## config.mk

```make
export PLATFORM = sky130hd
export DESIGN_NAME = snake_collision_scan
export DESIGN_NICKNAME = d
export VERILOG_FILES = /design/src/rtl/snake_collision_scan.sv
export SDC_FILE = /design/constraint.sdc
export NUM_CORES = 1
export LEC_CHECK = 0
export CELL_PAD_IN_SITES_DETAIL_PLACEMENT = 0
export CELL_PAD_IN_SITES_GLOBAL_PLACEMENT = 1
export CORE_UTILIZATION = 25
export CTS_CLUSTER_SIZE = 24
export DETAILED_ROUTE_END_ITERATION = 6
export GPL_TIMING_DRIVEN = 0
export PLACE_DENSITY_LB_ADDON = 0.1
export SETUP_SLACK_MARGIN = 0.15
export SYNTH_ARGS = -nofsm -noshare
export SYNTH_HDL_FRONTEND = slang
export SYNTH_SLANG_ARGS = --single-unit
export TNS_END_PERCENT = 10
```

## constraint.sdc

```tcl
create_clock -name clk -period 7.7 [get_ports clk]
set_clock_uncertainty 0.1 [all_clocks]
set_input_delay 1.54 -clock clk [delete_from_list [all_inputs] [get_ports clk]]
set_output_delay 1.54 -clock clk [all_outputs]
set_load 0.02 [all_outputs]
```

## src/rtl/snake_collision_scan.sv

```systemverilog
// Per-tick collision scan: compares the snake head against body segments 1..len-1 read from
// a synchronous segment RAM, then against the food position, and reports the first body hit.
module snake_collision_scan #(
    parameter int ADDR_W = 5
) (
    input  logic              clk,
    input  logic              reset,
    input  logic              start,
    input  logic [19:0]       head,
    input  logic [19:0]       food,
    input  logic [ADDR_W:0]   length,
    output logic              seg_rd,
    output logic [ADDR_W-1:0] seg_addr,
    input  logic [19:0]       seg_data,
    output logic              busy,
    output logic              done,
    output logic              hit_body,
    output logic [ADDR_W-1:0] hit_index,
    output logic              hit_food
);

    typedef enum logic [1:0] {IDLE, SCAN, FOOD, REPORT} state_t;

    localparam logic [ADDR_W:0] MAX_LEN = {1'b1, {ADDR_W{1'b0}}};

    state_t            state_reg, state_next;
    logic [19:0]       head_reg, food_reg;
    logic [ADDR_W-1:0] last_idx_reg;
    logic [ADDR_W-1:0] cmp_idx_reg;
    logic              cmp_valid_reg;
    logic              seg_rd_reg, seg_rd_next;
    logic [ADDR_W-1:0] seg_addr_reg, seg_addr_next;
    logic              busy_reg, busy_next;
    logic              done_reg, done_next;
    logic              hit_body_reg, hit_food_reg;
    logic [ADDR_W-1:0] hit_index_reg;
    logic [ADDR_W-1:0] start_last_idx;

    // Instance 0 checks the returning segment word, instance 1 checks head against food.
    logic [19:0] cmp_a [2];
    logic [19:0] cmp_b [2];
    logic [1:0]  cmp_f;
    logic [1:0]  cmp_eq;

    assign cmp_a[0] = seg_data;
    assign cmp_b[0] = head_reg;
    assign cmp_a[1] = head_reg;
    assign cmp_b[1] = food_reg;

    genvar gi;
    generate
        for (gi = 0; gi < 2; gi++) begin : g_cmp
            twentyBitComparitor u_cmp (
                .a (cmp_a[gi]),
                .b (cmp_b[gi]),
                .F (cmp_f[gi])
            );
            assign cmp_eq[gi] = ~cmp_f[gi];
        end
    endgenerate

    logic body_match;
    logic last_cmp;
    assign body_match = cmp_valid_reg & cmp_eq[0];
    assign last_cmp   = cmp_valid_reg & (cmp_idx_reg == last_idx_reg);

    // Highest index to read; zero means there is no body to scan.
    always_comb begin
        start_last_idx = '0;
        if (length == '0) begin
            start_last_idx = '0;
        end else if (length > MAX_LEN) begin
            start_last_idx = '1;
        end else begin
            start_last_idx = ADDR_W'(length - (ADDR_W+1)'(1));
        end
    end

    always_ff @(posedge clk) begin
        if (reset) begin
            state_reg <= IDLE;
        end else begin
            state_reg <= state_next;
        end
    end

    always_comb begin
        state_next = state_reg;
        case (state_reg)
            IDLE: begin
                if (start) begin
                    state_next = (start_last_idx == '0) ? FOOD : SCAN;
                end
            end
            SCAN: begin
                if (body_match || last_cmp) begin
                    state_next = FOOD;
                end
            end
            FOOD:    state_next = REPORT;
            REPORT:  state_next = IDLE;
            default: state_next = IDLE;
        endcase
    end

    // Outputs are computed one cycle ahead and registered below.
    always_comb begin
        seg_rd_next   = 1'b0;
        seg_addr_next = '0;
        case (state_reg)
            IDLE: begin
                if (state_next == SCAN) begin
                    seg_rd_next   = 1'b1;
                    seg_addr_next = ADDR_W'(1);
                end
            end
            SCAN: begin
                if (state_next == SCAN && seg_rd_reg && seg_addr_reg != last_idx_reg) begin
                    seg_rd_next   = 1'b1;
                    seg_addr_next = seg_addr_reg + ADDR_W'(1);
                end
            end
            default: begin
                seg_rd_next   = 1'b0;
                seg_addr_next = '0;
            end
        endcase
        busy_next = (state_next != IDLE);
        done_next = (state_next == REPORT);
    end

    always_ff @(posedge clk) begin
        if (reset) begin
            seg_rd_reg    <= 1'b0;
            seg_addr_reg  <= '0;
            busy_reg      <= 1'b0;
            done_reg      <= 1'b0;
            hit_body_reg  <= 1'b0;
            hit_index_reg <= '0;
            hit_food_reg  <= 1'b0;
            head_reg      <= '0;
            food_reg      <= '0;
            last_idx_reg  <= '0;
            cmp_valid_reg <= 1'b0;
            cmp_idx_reg   <= '0;
        end else begin
            seg_rd_reg    <= seg_rd_next;
            seg_addr_reg  <= seg_addr_next;
            busy_reg      <= busy_next;
            done_reg      <= done_next;
            cmp_valid_reg <= seg_rd_reg;
            cmp_idx_reg   <= seg_addr_reg;
            if (state_reg == IDLE && start) begin
                head_reg      <= head;
                food_reg      <= food;
                last_idx_reg  <= start_last_idx;
                hit_body_reg  <= 1'b0;
                hit_index_reg <= '0;
                hit_food_reg  <= 1'b0;
            end
            // A read still in flight after a hit lands in FOOD and is ignored there.
            if (state_reg == SCAN && body_match) begin
                hit_body_reg  <= 1'b1;
                hit_index_reg <= cmp_idx_reg;
            end
            if (state_reg == FOOD) begin
                hit_food_reg <= cmp_eq[1];
            end
        end
    end

    assign seg_rd    = seg_rd_reg;
    assign seg_addr  = seg_addr_reg;
    assign busy      = busy_reg;
    assign done      = done_reg;
    assign hit_body  = hit_body_reg;
    assign hit_index = hit_index_reg;
    assign hit_food  = hit_food_reg;

endmodule

// Shared 20-bit equality comparator: F is low when the operands are equal.
module twentyBitComparitor (
    input  logic [19:0] a,
    input  logic [19:0] b,
    output logic        F
);
    assign F = |(a ^ b);
endmodule

```

### Word-level counts from Yosys, hierarchy flattened

Cells that the tools add are included.
W data, S select, Z words.

* flip-flop bits (word level): 68
* output and inout bits: 15
* logic and storage cells: 59

* add/subtract/negate cells: 2
* magnitude comparators: 1
* equal/unequal tests: 7
* multiplexer cells: 17
* bitwise logic cells: 6
* reduce and logical (&&, ||, !) cells: 13

Operator list (number)
* $reduce_or A20 Y1: 2
* $xor A20 B20 Y20: 2
* $mux W5: 5
* $pmux W5 S2: 1
* $pmux W2 S4: 1
* $eq A2 B2 Y1 const B: 3
* $gt A6 B6 Y1 const B: 1
* $logic_not A6 Y1: 1
* $mux W1: 6
* $mux W2: 3
* $reduce_bool A2 Y1: 3
* $add A5 B1 Y5 const B: 1
* $eq A5 B5 Y1: 1
* $logic_not A5 Y1: 1
* $ne A5 B5 Y1: 1
* $sub A5 B1 Y5 const B: 1
* $eq A2 B1 Y1 const B: 2
* $logic_and A1 B1 Y1: 4
* $and A1 B1 Y1: 2
* $logic_not A2 Y1: 1
* $not A1 Y1: 2
* $pmux W1 S2: 1
* $logic_or A1 B1 Y1: 1

### Logic depth before layout (Yosys ltp)

Gate-level depths: netlist of the first run.

* depth in word-level cells: 12
* depth in mapped cells: 9

### Modules after synthesis

From an unflattened synthesis of the first run, not the netlist that was laid out.

* cells, all modules: 371
* area total of the unflattened synthesis: 3072.9 um^2

By module, submodules not included
* snake_collision_scan: instances 1, cells each 317, area an instance 2640.0 um^2
* twentyBitComparitor: instances 2, cells each 27, area an instance 216.5 um^2

### Worst setup path before layout of the first run

OpenSTA, ideal clock, no wires.

* path type: input to register
* start point: in length[0]
* end point: reg done_reg (netlist: done)
* library setup time: 0.086 ns
* arrival time: 3.438 ns
* required time: 7.514 ns
* path slack: 4.076 ns
* stages: 8
* cell sequence: inv_1 -> ha_1 -> or4b_4 -> a2111o_1 -> a311oi_2 -> a21oi_1 -> or2_0 -> a221oi_2

* word-level cells in the longest chain between the ends: 8
* elaborated cells between the ends (all ways): 10
* those cells by class: 1 x add/sub; 1 x order compare; 1 x eq/ne; 5 x mux; 2 x reduce/logical

RTL lines
* start, declared: RTL line 11 `input logic [ADDR_W:0] length,`
* $sub A5 B1 Y5 or $gt A6 B6 Y1 (tied branches): RTL line 75, 72
* $mux W5: RTL line 72 `end else if (length > MAX_LEN) begin`
* $mux W5 *: RTL line 70 `if (length == '0) begin`
* $logic_not A5 Y1 *: RTL line 92 `state_next = (start_last_idx == '0) ? FOOD : SCAN;`
* $mux W2 *: RTL line 92
* $mux W2 *: RTL line 91 `if (start) begin`
* $pmux W2 S4 *: RTL line 89 `case (state_reg)`
* $eq A2 B2 Y1 *: RTL line 129 `done_next = (state_next == REPORT);`
* end signal, assigned: RTL line 150 `done_reg <= done_next;`
* end, declared: RTL line 34 `logic done_reg, done_next;`

Every way passes the cells marked *; elsewhere a longest branch is shown, timed or not.
A chain may end at the register's enable or synchronous reset.

### Worst setup path after layout of the first run

Same ends and word-level chain as after synthesis.

==> results of run 1 <==
## layer usage
metal	share of wire (%)	GRT usage, %	vias up
li1	-	-	1502
met1	51	20.9	1270
met2	44	22.4	70
met3	4.5	4.32	6
met4	0.72	4.68	0
met5	0	0	-
## through the flow
step,util [%],std cells
global route,36.8,653
finish,36.8,653
detailed placement,34.5,640
floorplan,-,391
global placement,34.5,640
CTS,36.8,653
## placed cells by master (no fill, tap or decap), types with 2 or more instances in the layout
master,synthesis,routed
nor3_1,3,3
o21ai_0,4,4
nor4_1,6,6
nor2b_1,7,7
nand3b_1,3,3
a211oi_1,5,5
or3_1,4,4
clkbuf_16,0,9
and2_1,2,2
inv_1,4,4
xor2_1,25,25
nand4_1,8,8
xnor2_1,29,29
nand3_1,17,17
a21oi_1,59,59
clkdlybuf4s50_1,0,81
ha_1,3,3
nand2_1,90,90
dfxtp_1,68,68
clkbuf_1,19,19
clkinv_2,0,2
nand2b_1,4,4
nor2_1,12,12
## final timing paths
path	start	to	slack (ps)	cells past startpoint
worst max-delay path	length[0]	done	3650	9
worst min-delay path	hit_body	hit_body	350	2
worst max register to register	head_reg[6]	done	5130	6
worst min register to register	hit_body	hit_body	350	2
## cells by family after synthesis
family | count (synthesis) | share of synthesized area (%)
simple gates | 166 | 24.8
compound gates | 75 | 13.3
fa+ha+maj | 3 | 1.18
flops | 68 | 42.7
xor+xnor | 54 | 14.8
buf+inv | 25 | 3.18
## tightest hold or removal path: cells and delay by family (launching register included)
kind | cells | cell delay, ps
AOI/OAI and AO/OA | 1 | 50
DFF | 1 | 300
and+or+nand+nor | 1 | 50
## power by group through the flow
stage               Clock [mW]  Combinational (mW)  Sequential [mW]
floorplan                    0              0.0801            0.394
global placement             0               0.150            0.397
detailed placement           0               0.149            0.397
CTS                      0.407               0.150            0.389
global route             0.422               0.163            0.392
finish                   0.393               0.147            0.389
## layout make-up
cell class	instances	share of cell area, %
clock inverter	3	0.892
sequential	68	30.3
multi-input combinational	298	38.4
timing repair buffer	81	18.1
clock buffer	10	5.32
buffer	21	1.92
tap	168	4.68
inverter	4	0.335
==> impl_metrics.py, run 1 <==
metrics = {
    "placed_design": {
        "place_area_um2": 4210,
        "place_hpwl_mm": 7.26,
        "port_buffers": 81,
        "place_ws_ps": 3320,
        "gp_congestion": 0.751,
    },
    "global_routing": {
        "overflow": 0,
        "grt_max_degree": 11,
        "grt_usage_pct": 15.1,
        "grt_antenna_before_repair": 0,
        "grt_pass1_vias": 2801,
        "grt_pass1_wl_mm": 14.8,
    },
    "timing": {
        "slew_headroom_pct": 56.3,
        "max_freq_mhz": 247,
        "setup_viol": 0,
        "rsz0062_at_grt": "false",
        "worst_pin_slew_ps": 650,
        "final-hold-violation-count": 0,
        "maxSlewViolCount": 0,
        "period_needed_ps": 4050,
        "fin_ws_ps": 3650,
        "fin_tns_setup_ps": 0,
        "hold-worst-slack_ps": 352,
        "period_share_pct": 52.6,
    },
    "clocking": {
        "post_cts_resized": 0,
        "postCtsSetupRepairBufs": 0,
        "cts_tree": "yes",
        "clock_path_buffers": 2,
        "cts_root_buf": "clkbuf_16",
        "clkTransAtPathRegs_ps": 50,
        "cts_buffers": 9,
        "clock-sinks": 68,
        "htreeDepth": 3,
        "hold_buffers": 0,
        "clock_latency_ps": 330,
    },
    "routing": {
        "vias": 2848,
        "wire_per_inst_um": 14.6,
        "ant_nets": 0,
        "drc": 0,
        "drtPass1Iterations": 4,
        "wirelength_mm": 9.51,
        "via_per_inst": 4.36,
        "drt_iter0_markers": 117,
    },
    "power_and_ir_drop": {
        "p_sw_share_pct": 25.0,
        "power_frac_clock_pct": 42.3,
        "p_per_area_nw_per_um2": 207,
        "p_leak_nw": 1.62,
        "comb_power_share_pct": 15.9,
        "ir_drop_mv": 0.0878,
        "finalPower_uw": 930,
        "p_sw_uw": 233,
        "internal-power_uw": 697,
        "p_seq_share_pct": 41.9,
    },
    "synth": {
        "ys_types": 39,
        "synthCells": 391,
        "synth_nets": 463,
        "synth_edf_count": 0,
        "yosysTopAreaCell": "dfxtp_1",
        "ys_seq_elements": 68,
        "syn_area_um2": 3190,
        "yosysWarnings": 0,
        "synth_async_sr_flop_share_pct": 0,
        "yosys.area.top_type_share_pct": 42.7,
        "syn_area_per_cell_um2": 8.15,
        "synthTopCellsByCount": "90 x nand2_1, 68 x dfxtp_1, 59 x a21oi_1",
        "ys_top_cells_by_area": "dfxtp_1 43%, nand2_1 11%, a21oi_1 9.3%",
        "synth.most_common_cell": "nand2_1",
        "ys_seq_area_share_pct": 42.7,
        "ys.flop_type": "dfxtp_1",
    },
    "worst_setup_path": {
        "crit_path_cell_trace": "clkdlybuf4s50_1, inv_1, ha_1, or4b_4, a2111o_1, a311oi_2, a21oi_1, or2_0, a221oi_2",
        "start_kind": "input pin",
        "max_stage_delay_ps": 500,
        "cp_slowest_cell": "or4b_4",
        "critPathBufInv": 2,
        "path_max_fanout": 6,
        "critical_path_class": "input pin to flip-flop",
        "worstSetupEndpointType": "flip-flop",
        "crit_arrival_ps": 4180,
        "required_ps": 7830,
        "critical-path-top-delay-family": "compound AO/OA/AOI/OAI gates",
    },
    "cells_and_area": {
        "regArea_um2": 1360,
        "area_growth_pct": 40.8,
        "fin_area_um2": 4490,
        "drive_gt1_share_pct": 3.92,
        "nFillCells": 1357,
        "num-nets-final": 555,
        "antenna_cells": 0,
        "multi_input_area_um2": 1730,
    },
    "floorplanning": {
        "num_rows": 40,
        "ios": 84,
        "die_w_um": 115,
        "start_util_pct": 26.1,
        "dieArea_um2": 13200,
        "core_um2": 12200,
        "die_y_um": 115,
    },
    "hold_path": {
        "hold_class": "flip-flop to flip-flop",
    },
    "job": {
        "maxCapViolCount": 0,
    },
    "run_status": {
        "status": "finished clean",
    },
}
Note: power is estimated with default switching activity, not from simulation.
==> run 2: changes to the inputs <==
==> constraint.sdc (replaced) <==
create_clock -name clk -period 3.5 [get_ports clk]
set_clock_uncertainty 0.1 [all_clocks]
set_input_delay 0.7 -clock clk [delete_from_list [all_inputs] [get_ports clk]]
set_output_delay 0.7 -clock clk [all_outputs]
set_load 0.02 [all_outputs]
==> run 2 against run 1 <==
Against the previous run: critical path depth stayed put; global-route usage unchanged; combinational power increased by 120%; non-clock buffer count unchanged; core utilization about the same; count of clock-buffer cells in the layout unchanged; final cell count is the same; setup slack got worse by 3300 ps; clock power rose by 120%; wire length down 0.20%; via count shrank 0.39%; largest power group unchanged.
==> impl_metrics.py, run 2 (synthesis gave the netlist of run 1 again) <==
metrics = {
    "timing": {
        "worst_pin_slew_ps": 650,
        "final-hold-violation-count": 0,
        "period_share_pct": 91.0,
        "max_freq_mhz": 314,
        "fin_tns_setup_ps": 0,
        "slew_headroom_pct": 56.3,
        "rsz0062_at_grt": "false",
        "maxSlewViolCount": 0,
        "setup_viol": 0,
        "period_needed_ps": 3180,
    },
    "power_and_ir_drop": {
        "p_per_area_nw_per_um2": 456,
        "p_leak_nw": 1.62,
        "ir_drop_mv": 0.193,
        "finalPower_mw": 2.05,
    },
    "routing": {
        "wire_per_inst_um": 14.5,
        "ant_nets": 0,
        "vias": 2837,
        "drtPass1Iterations": 4,
        "via_per_inst": 4.34,
        "wirelength_mm": 9.49,
        "drt_iter0_markers": 117,
        "drc": 0,
    },
    "placed_design": {
        "place_hpwl_mm": 7.26,
        "port_buffers": 81,
        "gp_congestion": 0.751,
    },
    "cells_and_area": {
        "finish.utilization_pct": 36.8,
        "num-nets-final": 555,
        "nFillCells": 1355,
        "drive_gt1_share_pct": 4.12,
        "final_cell_mix": "90 x nand2_1, 81 x clkdlybuf4s50_1, 68 x dfxtp_1",
        "mostFrequentLayoutCell": "nand2_1",
        "antenna_cells": 0,
        "area_growth_pct": 40.9,
    },
    "clocking": {
        "htreeDepth": 3,
        "cts_tree": "yes",
        "clock-sinks": 68,
        "clkTransAtPathRegs_ps": 50,
        "cts_buffers": 9,
        "post_cts_resized": 0,
        "cts_root_buf": "clkbuf_16",
        "hold_buffers": 0,
        "postCtsSetupRepairBufs": 0,
        "clock_path_buffers": 2,
        "clock_latency_ps": 330,
    },
    "worst_setup_path": {
        "worstSetupEndpointType": "flip-flop",
        "required_ps": 3630,
        "start_kind": "input pin",
        "path_max_fanout": 6,
        "crit_arrival_ps": 3320,
        "critical_path_class": "input pin to flip-flop",
    },
    "floorplanning": {
        "die_y_um": 115,
        "dieArea_um2": 13200,
        "core_um2": 12200,
        "ios": 84,
        "start_util_pct": 26.1,
        "die_w_um": 115,
        "num_rows": 40,
    },
    "global_routing": {
        "grt_usage_pct": 15.1,
        "grt_max_degree": 11,
        "overflow": 0,
        "grt_antenna_before_repair": 0,
        "grt_pass1_wl_mm": 14.8,
        "grt_pass1_vias": 2801,
    },
    "hold_path": {
        "hold_class": "flip-flop to flip-flop",
    },
    "job": {
        "maxCapViolCount": 0,
    },
    "run_status": {
        "status": "finished clean",
    },
}
## run 2: changes by cell type in the layout (fill, tap and decap cells not counted)
cell,before,now
ha_2,0,1
ha_1,3,2
## run 2: worst paths after layout
check	startpoint	end	slack, ps	cells past startpoint
worst min-delay path	hit_body	hit_body	350	2
worst max-delay path	length[0]	done	320	9
worst max register to register	head_reg[6]	done	940	6
worst min register to register	hit_body	hit_body	350	2
## run 2: final cells by class
class                           instances  area [µm²]  share of cell area (%)
Buffer                                 21        86.3                    1.92
Clock buffer                           10         239                    5.32
Clock inverter                          3        40.0                   0.892
Inverter                                4        15.0                   0.334
Multi-Input combinational cell        298        1730                    38.5
Sequential cell                        68        1360                    30.3
Tap cell                              168         210                    4.68
Timing Repair Buffer                   81         811                    18.1
## run 2: layer usage
layer	vias up	global-route usage (%)	share of wire (%)
met5	-	0	0
met4	0	4.68	0.72
met3	6	4.32	4.7
met2	73	22.4	44
met1	1256	20.9	51
li1	1502	-	-
## run 2: power by group
part,internal [mW],switching (mW)
registers,0.817,0.0394
clock network,0.555,0.309
logic,0.161,0.164
## run 2: stage by stage
step / cells / worst slack, ps / hold slack, ps / cell area, µm²
2_1_floorplan: 391 / 716 / 348 / 3190
3_5_place_dp: 640 / -40.4 / 348 / 4210
4_1_cts: 653 / 297 / 356 / 4490
6_report: 653 / 316 / 352 / 4490
5_1_grt: 653 / 178 / 371 / 4490
3_3_place_gp: 640 / -81.5 / 355 / 4210
## run 2: critical path, cell delays in order
cell             delay (ps)
clkdlybuf4s50_1         410
inv_1                   160
ha_2                    240
or4b_4                  490
a2111o_1                390
a311oi_2                300
a21oi_1                 110
or2_0                   250
a221oi_2                270
